[src/rtl/alu_arb.sv]
// Round-robin two-requester issue arbiter for the shared 8-bit ALU, with bounded lock for multi-byte runs.
// Grant is combinational (0-cycle issue); results return 1 cycle after issue and cannot be back-pressured.
module alu_arb #(
    parameter int unsigned LOCK_MAX = 8
) (
    input  logic       clk,
    input  logic       rst_n,

    input  logic       r0_valid,
    output logic       r0_ready,
    input  logic [2:0] r0_op,
    input  logic [7:0] r0_a,
    input  logic [7:0] r0_b,
    input  logic [2:0] r0_shamt,
    input  logic       r0_lock,

    input  logic       r1_valid,
    output logic       r1_ready,
    input  logic [2:0] r1_op,
    input  logic [7:0] r1_a,
    input  logic [7:0] r1_b,
    input  logic [2:0] r1_shamt,
    input  logic       r1_lock,

    output logic       r0_resp_valid,
    output logic       r1_resp_valid,
    output logic [7:0] resp_data,
    output logic [3:0] resp_flags,

    output logic [7:0] alu_a,
    output logic [7:0] alu_b,
    output logic [2:0] alu_op,
    output logic [2:0] alu_shamt,
    input  logic [7:0] alu_out,
    input  logic [3:0] alu_flags
);

    typedef enum logic [1:0] {
        ST_RR    = 2'd0,
        ST_LOCK0 = 2'd1,
        ST_LOCK1 = 2'd2
    } state_e;

    // A lock of length 1 would release on entry, so such builds never enter a lock state.
    localparam bit         LOCK_EN   = (LOCK_MAX > 1);
    localparam logic [7:0] LOCK_LAST = 8'(LOCK_MAX - 1);

    state_e     state_q, state_d;
    logic       last_q, last_d;
    logic [7:0] lock_cnt_q, lock_cnt_d;
    logic       resp_pend_q, resp_pend_d;
    logic       resp_id_q, resp_id_d;

    logic       gnt0, gnt1;
    logic [7:0] lock_inc;
    logic       lock_expire;

    always_comb begin
        gnt0 = 1'b0;
        gnt1 = 1'b0;
        if (rst_n) begin
            case (state_q)
                ST_RR: begin
                    if (r0_valid && r1_valid) begin
                        gnt0 = last_q;
                        gnt1 = !last_q;
                    end else begin
                        gnt0 = r0_valid;
                        gnt1 = r1_valid;
                    end
                end
                ST_LOCK0: gnt0 = r0_valid;
                ST_LOCK1: gnt1 = r1_valid;
                default: ;
            endcase
        end
    end

    assign r0_ready = gnt0;
    assign r1_ready = gnt1;

    always_comb begin
        alu_a     = 8'd0;
        alu_b     = 8'd0;
        alu_op    = 3'd0;
        alu_shamt = 3'd0;
        if (gnt0) begin
            alu_a     = r0_a;
            alu_b     = r0_b;
            alu_op    = r0_op;
            alu_shamt = r0_shamt;
        end else if (gnt1) begin
            alu_a     = r1_a;
            alu_b     = r1_b;
            alu_op    = r1_op;
            alu_shamt = r1_shamt;
        end
    end

    assign lock_inc    = lock_cnt_q + 8'd1;
    assign lock_expire = (lock_inc == LOCK_LAST);

    always_comb begin
        state_d     = state_q;
        last_d      = last_q;
        lock_cnt_d  = lock_cnt_q;
        resp_pend_d = gnt0 | gnt1;
        resp_id_d   = resp_id_q;

        if (gnt0 || gnt1) begin
            last_d    = gnt1;
            resp_id_d = gnt1;
        end

        case (state_q)
            ST_RR: begin
                lock_cnt_d = 8'd0;
                if (LOCK_EN && gnt0 && r0_lock) begin
                    state_d = ST_LOCK0;
                end else if (LOCK_EN && gnt1 && r1_lock) begin
                    state_d = ST_LOCK1;
                end
            end
            ST_LOCK0: begin
                lock_cnt_d = lock_inc;
                // Forced release hands the next tie to requester 1.
                if (lock_expire) begin
                    state_d    = ST_RR;
                    lock_cnt_d = 8'd0;
                    last_d     = 1'b0;
                end else if (gnt0 && !r0_lock) begin
                    state_d    = ST_RR;
                    lock_cnt_d = 8'd0;
                end
            end
            ST_LOCK1: begin
                lock_cnt_d = lock_inc;
                if (lock_expire) begin
                    state_d    = ST_RR;
                    lock_cnt_d = 8'd0;
                    last_d     = 1'b1;
                end else if (gnt1 && !r1_lock) begin
                    state_d    = ST_RR;
                    lock_cnt_d = 8'd0;
                end
            end
            default: begin
                state_d    = ST_RR;
                lock_cnt_d = 8'd0;
            end
        endcase
    end

    always_ff @(posedge clk) begin
        if (!rst_n) begin
            state_q     <= ST_RR;
            last_q      <= 1'b1;
            lock_cnt_q  <= 8'd0;
            resp_pend_q <= 1'b0;
            resp_id_q   <= 1'b0;
        end else begin
            state_q     <= state_d;
            last_q      <= last_d;
            lock_cnt_q  <= lock_cnt_d;
            resp_pend_q <= resp_pend_d;
            resp_id_q   <= resp_id_d;
        end
    end

    // The ALU output register lines up with resp_pend_q, so data and flags pass straight through.
    assign r0_resp_valid = rst_n & resp_pend_q & (resp_id_q == 1'b0);
    assign r1_resp_valid = rst_n & resp_pend_q & (resp_id_q == 1'b1);
    assign resp_data     = alu_out;
    assign resp_flags    = alu_flags;

endmodule
[config.mk]
export PLATFORM = sky130hd
export DESIGN_NAME = alu_arb
export DESIGN_NICKNAME = d
export VERILOG_FILES = /design/src/rtl/alu_arb.sv
export SDC_FILE = /design/constraint.sdc
export NUM_CORES = 1
export LEC_CHECK = 0
export CAP_MARGIN = 20
export CORE_MARGIN = 2
export CORE_UTILIZATION = 28
export DETAILED_ROUTE_END_ITERATION = 6
export PLACE_DENSITY = 0.78
export SYNTH_ARGS = -nofsm -noshare
export SYNTH_HDL_FRONTEND = slang
export SYNTH_SLANG_ARGS = --single-unit
[constraint.sdc]
create_clock -name clk -period 2.1 [get_ports clk]
set_input_delay 0.63 -clock clk [delete_from_list [all_inputs] [get_ports clk]]
set_output_delay 0.63 -clock clk [all_outputs]
set_load 0.02 [all_outputs]
# Yosys cells after proc, flatten, opt, wreduce, memory -nomap -nowiden

Cells that the tools add are included.

Register bits after elaboration: 13
Bits in latches: 0
Bits in writable memories: 0
Memory bits (read-only): 0
Input bits: 62
Output and inout port bits: 38
Word-level logic and storage cells: 58
Memories kept: 0

Add/sub/neg operators: 1
Multiply operators: 0
Div/mod/pow operators: 0
Order comparisons: 0
Equal/unequal tests: 6
Shifts and indexed selects: 0
Muxes and demuxes: 30
Bitwise logic cells: 5
Reduce and logical (&&, ||, !) cells: 11

Operators by type and width:

| operator              | count |
|---|---|
| $mux W8               | 8 |
| $pmux W8 S2           | 1 |
| $mux W2               | 6 |
| $mux W3               | 4 |
| $ne A3 B3 Y1 const B  | 3 |
| $add A8 B1 Y8 const B | 1 |
| $eq A8 B3 Y1 const B  | 1 |
| $mux W1               | 7 |
| $pmux W1 S2           | 3 |
| $pmux W2 S3           | 1 |
| $logic_and A1 B1 Y1   | 5 |
| $and A1 B1 Y1         | 3 |
| $logic_not A1 Y1      | 3 |
| $reduce_and A3 Y1     | 1 |
| $eq A2 B1 Y1 const B  | 1 |
| $eq A2 B2 Y1 const B  | 1 |
| $logic_not A2 Y1      | 1 |
| $logic_or A1 B1 Y1    | 1 |
| $not A1 Y1            | 1 |
| $or A1 B1 Y1          | 1 |

# Depth between registers and ports, before layout

Depth after elaboration: 8
Mapped depth: 8
Mapped depth without buffers: 7

# Worst setup path before layout

OpenSTA, ideal clock, no wires.

Path kind: input to output
Start point: input r1_valid
End point: output alu_a[0]
Arrival: 1.740 ns
Data required time: 1.470 ns
Path slack: -0.270 ns
Cell stages on the path: 5
Buffers on the path: 1
Cell sequence: nand2b_1 > a21oi_1 > nor2_1 > clkbuf_1 > a22o_1

Elaborated cells between the ends (all ways): 9
Those cells by class: 8 x mux; 1 x reduce/logical

RTL lines:

| element             | RTL line | source |
|---|---|---|
| from (decl)         | 17       | `input logic r1_valid,` |
| $logic_and A1 B1 Y1 | 64       | `if (r0_valid && r1_valid) begin` |
| $mux W1             | 64       |  |
| $pmux W1 S2         | 62       | `case (state_q)` |
| $mux W1             | 61       | `if (rst_n) begin` |
| named net r0_ready  | 10       | `output logic r0_ready,` |
| $mux W8             | 87       | `if (gnt0) begin` |
| to (decl)           | 30       | `output logic [7:0] alu_a,` |

The timed path passes the listed nets, and every way through them passes these cells.

# Final worst setup path

Start point: register state_q[1]
End point: output alu_b[5]

Word-level cells in the longest chain between the ends: 5
Elaborated cells between the ends (all ways): 9
Those cells by class: 2 x eq/ne; 6 x mux; 1 x reduce/logical

Ends and longest elaborated chain:

| element                                                 | RTL line | source |
|---|---|---|
| from (decl)                                             | 48       | `state_e state_q, state_d;` |
| from (signal assigned)                                  | 162      | `state_q <= state_d;` |
| $eq A2 B2 Y1 / $logic_not A2 Y1 (equally long branches) | 62       |  |
| $pmux W1 S2                                             | 62       |  |
| $mux W1                                                 | 61       |  |
| $mux W8                                                 | 92       | `end else if (gnt1) begin` |
| $mux W8 *                                               | 87       |  |
| to (decl)                                               | 31       | `output logic [7:0] alu_b,` |

Mark *: on every way between the ends. The rest lies on a longest branch, timed or not.

==> impl_metrics.ini <==
[clock_tree]
h-tree-depth = 1
root_buffer = clkbuf_8
tritoncts = done
cts.path.max_buffers = 2
clk_latency_ns = 0.24
cts_hold_buf = 0
clock_sinks = 13
numCtsBuffers = 3
path_clk_slew_ns = 0.06

[setup_path]
rrSetupSlack_ns = 0.04
r2r-end = state_q[1]
crit_end = alu_b[5]
path_class = reg -> out
critPathMaxFanout = 6
reg2reg_from = state_q[1]
cp-start-kind = register
worst_setup_path_end_kind = output port
cp_data_required_time_ns = 1.47
arrival_ns = 1.94
crit_path_start = state_q[1]
ff2ff_path_depth = 10

[synthesis]
avgSynthCellArea_um2 = 8.142
synth.area.top_cells = dfxtp_1 (24%), a22o_1 (18%), buf_4 (8.3%)
ys_seq_elements = 13
synth_top_area_cell = dfxtp_1
synth_edf_count = 0
yosysWarningCount = 0
yosys.area.top_type_share = 0.2385
synthArstFlopShare = 0
syn_nets = 201
syn-cell-area_um2 = 1091
synth-seq-area-share = 0.2385
synth.distinct_cells = 38
synthCells = 134
synth_ff_type = dfxtp_1

[grt]
overflow = 0
grt_pass1_wl_mm = 6.872
grt_max_degree = 13
antenna_found_initial = 0
grt.total_usage = 0.2061
grt_pass1_vias = 1415

[finish]
layout_common_cells = clkdlybuf4s50_1 (46), buf_6 (31), buf_4 (23), a22o_4 (20), dfxtp_1 (11)
syn_to_final_growth_pct = 129.4
regArea_um2 = 262.8
final_common_cell = clkdlybuf4s50_1
multi_input_area_um2 = 923.4
fin_nets = 299
drive_gt1_frac = 0.4632
n_antenna_cell = 0
design_area_um2 = 2502
fillCellCount = 273

[sta]
setup_tns_ns = -10.64
min_period_over_period = 1.223
max_freq_mhz = 389.3
finClkSkew_ns = 0.002707
setup_viol = 24
setup_ws_ns = -0.4685
rsz0062_at_grt = yes
period_minus_slack_ns = 2.569
worstMarginPinSlew_ns = 0.3037
hold_ws_ns = 0.4770
max_slew_margin = 0.7975
hold_viol = 0
report.final.slew_viol_count = 0

[drt]
vias_per_cell = 4.932
remaining_drc_errors = 0
drt-total-wl_mm = 4.849
via_count = 1376
wl_per_cell_um = 17.38
drtAntennaViolNets = 0
dr.pass1.iters = 4
drt_iter0_drc = 45

[die]
fp.dieH_um = 66.42
die-area_um2 = 4412
core_area_um2 = 3716
die_w_um = 66.42
rows = 22
io_pins = 100
start_util = 0.2936

[pwr]
power.total_mw = 1.216
power.density_nw_per_um2 = 485.9
peakVddDrop_mv = 0.4901
cellLeakagePower_nw = 1.086

[run]
cap_viol_max_count = 0

[place]
gp_congestion = 0.8597
io_buffer_count = 75
dp.final_hpwl_mm = 3.104
place_area_um2 = 2158

[status]
violations = negative setup slack
run_status = finished, violations left

[min_path]
worstHoldPathType = reg -> reg
==> worst min path at each step <==
stage | from | endpoint | slack, ns | cells past startpoint
floorplan | resp_id_q | resp_id_q | 0.44 | 2
global placement | resp_id_q | resp_id_q | 0.46 | 2
detailed placement | resp_id_q | resp_id_q | 0.47 | 2
CTS | resp_id_q | resp_id_q | 0.48 | 2
global route | lock_cnt_q[7] | lock_cnt_q[7] | 0.53 | 2
finish | resp_id_q | resp_id_q | 0.48 | 2
==> layout make-up <==
type	count	share of cell area
sequential	13	0.1050
timing repair buffer	112	0.4710
multi-input combinational	94	0.3690
tap	48	0.02400
inverter	8	0.01300
clock buffer	4	0.01800
==> Yosys cell counts, types with 3 or more instances <==
master     n
xnor2_1    3
buf_4     12
clkbuf_1   5
nand2_1    8
ha_1       5
dfxtp_1   13
inv_1      8
xor2_1     3
o21ai_0    4
nor2_2     4
a22o_1    22
nor2_1    10
nand3_1    3
==> power breakdown <==
group / internal (mW) / leakage, nW / switching, mW
Sequential: 0.262 / 0.107 / 0.0107
Combinational: 0.425 / 0.957 / 0.289
Clock: 0.134 / 0.0228 / 0.0947
Total: 0.821 / 1.09 / 0.395
==> repair_timing <==
action	in CTS	in global routing
setup endpoints to repair	28	28
cloned	4	1
resized for setup	171	14
pin swaps	9	7
setup buffers	7	3
==> flip-flops by register name, summed over array words and instances (netlist names) <==
signal and flops:
last_q 1, resp_id_q 1, state_q 2, lock_cnt_q 8, resp_pend_q 1
==> metrics by stage <==
step	util	setup WS [ns]	std cells
2_1_floorplan	-	-0.05066	134
3_3_place_gp	0.5808	-1.027	260
3_5_place_dp	0.5808	-1.048	260
4_1_cts	0.6552	-0.4009	275
5_1_grt	0.6734	-0.5309	279
6_report	0.6734	-0.4685	279
==> per-layer routing <==
metal,GRT usage,vias to the layer above,part of all wire
met1,0.2004,651,0.36
met3,0.04429,4,0.054
li1,-,679,-
met4,0.03571,0,0.0085
met2,0.4338,42,0.58
met5,0,-,0
==> worst max-delay path: stages (launching register included) <==
cell,delay [ns]
dfxtp_2,0.35
inv_2,0.06
buf_4,0.13
buf_6,0.11
ha_4,0.17
a21oi_4,0.16
buf_6,0.13
nor2_4,0.05
clkbuf_16,0.16
a22o_4,0.25
buf_6,0.13
==> kinds of logic after synthesis <==
family / after synthesis / share of synthesized area
simple gates: 41 / 0.2041
fa+ha+maj: 5 / 0.05734
xor+xnor: 6 / 0.04817
compound gates: 42 / 0.3039
flops: 13 / 0.2385
buf+inv: 27 / 0.1479
(Power assumes the default switching activity.)
